$ cat src/rtl/pma_region_classifier.sv
// pma_region_classifier
// Two-stage physical-attribute lookup for the memory-request path.
// S1 registers the incoming address and tag. The region compares run between S1 and S2.
// S2 holds the reduced flags and drives the response outputs directly.
// The region tables default to the standard core memory map:
//   - debug region: 0x0 + 4 KiB
//   - boot ROM: 0x1_0000 + 64 KiB
//   - DRAM: 0x8000_0000 + 1 GiB
// Only the first NR_*_RULES entries of each table are evaluated.
module pma_region_classifier #(
    parameter int unsigned                 PLEN              = 56,
    parameter int unsigned                 TAG_W             = 4,
    parameter int unsigned                 MAX_RULES         = 4,
    parameter bit                          NON_IDEM_EN       = 1'b0,
    parameter int unsigned                 NR_NON_IDEM_RULES = 2,
    parameter logic [MAX_RULES-1:0][63:0]  NON_IDEM_BASE     = '0,
    parameter logic [MAX_RULES-1:0][63:0]  NON_IDEM_LEN      = '0,
    parameter int unsigned                 NR_EXEC_RULES     = 3,
    parameter logic [MAX_RULES-1:0][63:0]  EXEC_BASE         = {64'h0, 64'h8000_0000, 64'h1_0000, 64'h0},
    parameter logic [MAX_RULES-1:0][63:0]  EXEC_LEN          = {64'h0, 64'h4000_0000, 64'h1_0000, 64'h1000},
    parameter int unsigned                 NR_CACHED_RULES   = 1,
    parameter logic [MAX_RULES-1:0][63:0]  CACHED_BASE       = {64'h0, 64'h0, 64'h0, 64'h8000_0000},
    parameter logic [MAX_RULES-1:0][63:0]  CACHED_LEN        = {64'h0, 64'h0, 64'h0, 64'h4000_0000}
) (
    input  logic             clk_i,
    input  logic             rst_i,
    input  logic             flush_i,
    input  logic             req_valid_i,
    output logic             req_ready_o,
    input  logic [PLEN-1:0]  req_paddr_i,
    input  logic [TAG_W-1:0] req_tag_i,
    output logic             rsp_valid_o,
    input  logic             rsp_ready_i,
    output logic [TAG_W-1:0] rsp_tag_o,
    output logic             rsp_cached_o,
    output logic             rsp_exec_o,
    output logic             rsp_nonidem_o,
    output logic [15:0]      unmapped_cnt_o
);

    // The subtraction wraps modulo 2^64. That makes a region ending at the top of
    // the address space behave correctly. Empty rules are excluded explicitly.
    function automatic logic rule_hit(input logic [63:0] addr,
                                      input logic [63:0] base,
                                      input logic [63:0] len);
        return (len != 64'd0) && ((addr - base) < len);
    endfunction

    logic             r_s1_valid;
    logic [PLEN-1:0]  r_s1_paddr;
    logic [TAG_W-1:0] r_s1_tag;

    logic             r_s2_valid;
    logic [TAG_W-1:0] r_s2_tag;
    logic             r_s2_cached;
    logic             r_s2_exec;
    logic             r_s2_nonidem;

    logic [15:0]      r_unmapped_cnt;

    logic [63:0]      w_paddr64;
    logic             w_cached_hit;
    logic             w_exec_hit;
    logic             w_nonidem_hit;
    logic             w_s2_can_load;
    logic             w_s1_can_load;
    logic             w_unmapped_fire;

    assign w_paddr64       = 64'(r_s1_paddr);
    assign w_s2_can_load   = !r_s2_valid || rsp_ready_i;
    assign w_s1_can_load   = !r_s1_valid || w_s2_can_load;
    assign req_ready_o     = w_s1_can_load && !flush_i;
    assign w_unmapped_fire = r_s2_valid && rsp_ready_i && !r_s2_cached && !r_s2_exec;

    // Region compare between S1 and S2: each table reduces to one OR over its active rules.
    always_comb begin
        w_cached_hit  = 1'b0;
        w_exec_hit    = 1'b0;
        w_nonidem_hit = 1'b0;
        for (int i = 0; i < int'(MAX_RULES); i++) begin
            if (i < int'(NR_CACHED_RULES) && rule_hit(w_paddr64, CACHED_BASE[i], CACHED_LEN[i]))
                w_cached_hit = 1'b1;
            if (i < int'(NR_EXEC_RULES) && rule_hit(w_paddr64, EXEC_BASE[i], EXEC_LEN[i]))
                w_exec_hit = 1'b1;
            if (i < int'(NR_NON_IDEM_RULES) && rule_hit(w_paddr64, NON_IDEM_BASE[i], NON_IDEM_LEN[i]))
                w_nonidem_hit = 1'b1;
        end
        if (!NON_IDEM_EN)
            w_nonidem_hit = 1'b0;
    end

    // S1: capture an accepted request. A flush empties the stage without accepting.
    always_ff @(posedge clk_i) begin
        if (rst_i) begin
            r_s1_valid <= 1'b0;
            r_s1_paddr <= '0;
            r_s1_tag   <= '0;
        end else if (flush_i) begin
            r_s1_valid <= 1'b0;
        end else if (w_s1_can_load) begin
            r_s1_valid <= req_valid_i;
            if (req_valid_i) begin
                r_s1_paddr <= req_paddr_i;
                r_s1_tag   <= req_tag_i;
            end
        end
    end

    // S2: take the classified S1 entry when empty or draining.
    // The payload is held otherwise, so the response stays stable under backpressure.
    always_ff @(posedge clk_i) begin
        if (rst_i) begin
            r_s2_valid   <= 1'b0;
            r_s2_tag     <= '0;
            r_s2_cached  <= 1'b0;
            r_s2_exec    <= 1'b0;
            r_s2_nonidem <= 1'b0;
        end else if (flush_i) begin
            r_s2_valid <= 1'b0;
        end else if (w_s2_can_load) begin
            r_s2_valid <= r_s1_valid;
            if (r_s1_valid) begin
                r_s2_tag     <= r_s1_tag;
                r_s2_cached  <= w_cached_hit;
                r_s2_exec    <= w_exec_hit;
                r_s2_nonidem <= w_nonidem_hit;
            end
        end
    end

    // Count delivered responses that hit neither a cached nor an execute region.
    // The count saturates, and flush does not clear it.
    always_ff @(posedge clk_i) begin
        if (rst_i)
            r_unmapped_cnt <= '0;
        else if (w_unmapped_fire && (r_unmapped_cnt != 16'hFFFF))
            r_unmapped_cnt <= r_unmapped_cnt + 16'd1;
    end

    assign rsp_valid_o    = r_s2_valid;
    assign rsp_tag_o      = r_s2_tag;
    assign rsp_cached_o   = r_s2_cached;
    assign rsp_exec_o     = r_s2_exec;
    assign rsp_nonidem_o  = r_s2_nonidem;
    assign unmapped_cnt_o = r_unmapped_cnt;

endmodule

$ cat config.mk
export PLATFORM = sky130hd
export DESIGN_NAME = pma_region_classifier
export DESIGN_NICKNAME = d
export VERILOG_FILES = /design/src/rtl/pma_region_classifier.sv
export SDC_FILE = /design/constraint.sdc
export NUM_CORES = 1
export LEC_CHECK = 0
export BUFFER_PORTS_ARGS = -buffer_cell sky130_fd_sc_hd__buf_2
export CAP_MARGIN = 20
export CORE_UTILIZATION = 38
export DETAILED_ROUTE_END_ITERATION = 7
export PLACE_DENSITY = 0.74
export SLEW_MARGIN = 20
export SYNTH_ARGS = -nofsm -noshare
export SYNTH_HDL_FRONTEND = slang
export SYNTH_SLANG_ARGS = --single-unit
export TNS_END_PERCENT = 100
$ cat constraint.sdc
create_clock -name clk_i -period 2.2 [get_ports clk_i]
set_input_delay 0.44 -clock clk_i [delete_from_list [all_inputs] [get_ports clk_i]]
set_output_delay 0.44 -clock clk_i [all_outputs]
set_load 0.02 [all_outputs]
==> results.cfg <==
[clocking]
clock_latency_ns = 0.34
clockBufferDepth = 2
clk_pin_slew_ns = 0.07
cts_sinks = 72
cts_buffers = 9
htree_levels = 3
cts_tree = yes
cts-root-buf = clkbuf_8

[route]
final_antenna_net_count = 0
drt_wl_total_mm = 8.279
drtPass1Iterations = 4
drcViolationCount = 0
vias_per_cell = 5.136
post_drt_wl_per_cell_um = 13.44
drt_iter0_markers = 116
vias = 3164

[timing]
rsz0062_at_grt = yes
hold_viol_final = 0
fin_skew_ns = 0.008509
setup_viol = 0
tightest_slew_ns = 0.7164
period_share_pct = 99.31
drv_slew = 0
fmax_ghz = 0.4577
fin_setup_tns_ns = 0
min_period_ns = 2.185
maxSlewHeadroom_pct = 52.24
fin_ws_ns = 0.01515

[grt]
grt_overflow = 0
grt_use_total_pct = 19.19
grt_pass1_vias = 2995
antenna_found_initial = 0
grt_first_pass_wirelength_mm = 13.53
grt_start_max_net_pins = 72

[place]
place_inst = 598
io_buffers = 76
dpl.hpwl_mm = 5.929
place.gp.congestion = 0.9208
dpl_worst_slack_ns = -0.03661

[pwr]
pwr_density_cell_mw_per_mm2 = 652.1
p_int_uw = 2000
p_sw_uw = 747.3
p_comb_share_pct = 16.6
clkPwrFrac_pct = 33.2
leakage_uw = 0.001737
peakVddDrop_mv = 0.3467
finalPower_uw = 2747
seqPwrFrac_pct = 50.3
swShare_pct = 27.20

[worst_setup_path]
cp.required_ns = 2.47
critPathKind = reg -> reg
crit_fanout = 5
end_kind = flop
startpoint_type = flop
arrival_ns = 2.46

[finish]
nets = 573
layout-drive-gt1-share_pct = 28.57
utilization_pct = 50.76
n_antenna_cell = 0
mostFrequentLayoutCell = nand2_1
most-common-layout-cells = nand2_1, buf_2, dfxtp_1, a21oi_1, buf_4
nFillCells = 788
area_growth_syn_to_layout_pct = 27.88
fin_cells = 616

[synthesis]
yosysSeqAreaShare_pct = 43.75
synth_edf_count = 0
ys_types = 58
async_flop_share_pct = 0
syn-cell-area_mm2 = 0.003294
yosysWarnings = 0
synth-seq-cells = 72
avgSynthCellArea_um2 = 8.094
synthesis.instances = 407
synth_nets = 474
synthFlopType = dfxtp_1

[floorplan]
die_x_um = 95.11
core_mm2 = 0.008299
start_util_pct = 39.70
die_h_um = 95.11
io_pins = 90
dieArea_mm2 = 0.009046
rows = 33

[status]
status = finished clean

[job]
maxCapViolations = 0

[worst_hold_path]
hp-class = in -> reg
cells by family after synthesis:
logic type                 after synthesis  share of synthesized area (%)
muxes                                    6                          1.861
other                                    1                         0.1138
AOI/OAI and AO/OA                       76                          14.17
DFF                                     72                          43.75
xor gates and xnor gates                15                          3.988
and+or+nand+nor                        205                          31.33
adders and majority gates                2                         0.7595
buffers and inverters                   30                          4.026
worst max-delay path: stages, from the launching register on:
cell,delay [ns]
dfxtp_1,0.32
buf_4,0.15
or4_4,0.52
o31ai_2,0.23
nand4b_1,0.20
a2111oi_4,0.41
nand3_1,0.15
a21oi_2,0.13
worst paths after layout:
check / cells past startpoint / to / from / slack [ns]
worst max register to register: 7 / rsp_cached_o / r_s1_paddr[31] / 0.02
worst min-delay path: 2 / r_s1_valid / flush_i / 0.32
worst max-delay path: 7 / rsp_cached_o / r_s1_paddr[31] / 0.02
worst min register to register: 2 / r_s1_paddr[15] / r_s1_paddr[15] / 0.45
metrics by stage:
step                      hold slack [ns]  area, µm²
after floorplan                    0.4360       3307
after global placement             0.4420       3973
after detailed placement           0.4463       3973
after CTS                          0.3050       4187
after global routing               0.3140       4213
final                              0.3202       4213
cell type report:
cell class | count | area, µm² | share of cell area [%]
Clock buffer | 13 | 148.9 | 3.534
Inverter | 7 | 26.28 | 0.6237
Clock inverter | 3 | 17.52 | 0.4158
Timing Repair Buffer | 111 | 659.4 | 15.65
Sequential cell | 72 | 1441 | 34.21
Multi-Input combinational cell | 305 | 1788 | 42.44
Tap cell | 105 | 131.4 | 3.119
power groups by stage:
| stage | logic, µW | registers [µW] | clock network [µW] |
|---|---|---|---|
| 6_report | 455 | 1380 | 911 |
| 4_1_cts | 443 | 1380 | 937 |
| 3_3_place_gp | 414 | 1410 | 0 |
| 2_1_floorplan | 261 | 1410 | 0 |
| 3_5_place_dp | 420 | 1410 | 0 |
| 5_1_grt | 505 | 1380 | 999 |
sequential cells by signal, summed over array words and instances (netlist names):
register        count
unmapped_cnt_o     16
r_s1_paddr         44
rsp_exec_o          1
r_s1_valid          1
rsp_cached_o        1
rsp_tag_o           4
r_s1_tag            4
rsp_valid_o         1
cell usage after synthesis (3+ instances only):
library cell | n | area, µm²
inv_1 | 7 | 26.28
dfxtp_1 | 72 | 1441
nor3_1 | 5 | 25.02
nand2_1 | 104 | 390.4
nor4_1 | 9 | 56.30
nor4b_1 | 3 | 26.28
a31oi_1 | 3 | 18.77
a21oi_1 | 51 | 255.2
nand3_1 | 11 | 55.05
clkbuf_1 | 18 | 67.56
nor2_1 | 29 | 108.9
or4_1 | 5 | 37.54
mux2i_1 | 5 | 50.05
nand4_1 | 11 | 68.82
xor2_1 | 13 | 113.9
o21ai_0 | 3 | 15.01
and4_1 | 5 | 43.79
per-layer routing:
metal	track usage, %	up-vias	wire, µm
met2	32.08	63	4069
li1	-	1622	-
met3	4.705	13	387
met5	0	-	0
met4	7.828	0	165
met1	23.46	1466	3656
timing repair:
action,in CTS,in global routing
gates cloned,0,0
pin swaps,6,9
setup buffers,1,1
gates resized for setup,8,4
hold buffers,0,0
endpoints found under the setup margin,2,2
Power figures use the tool's default switching activity.
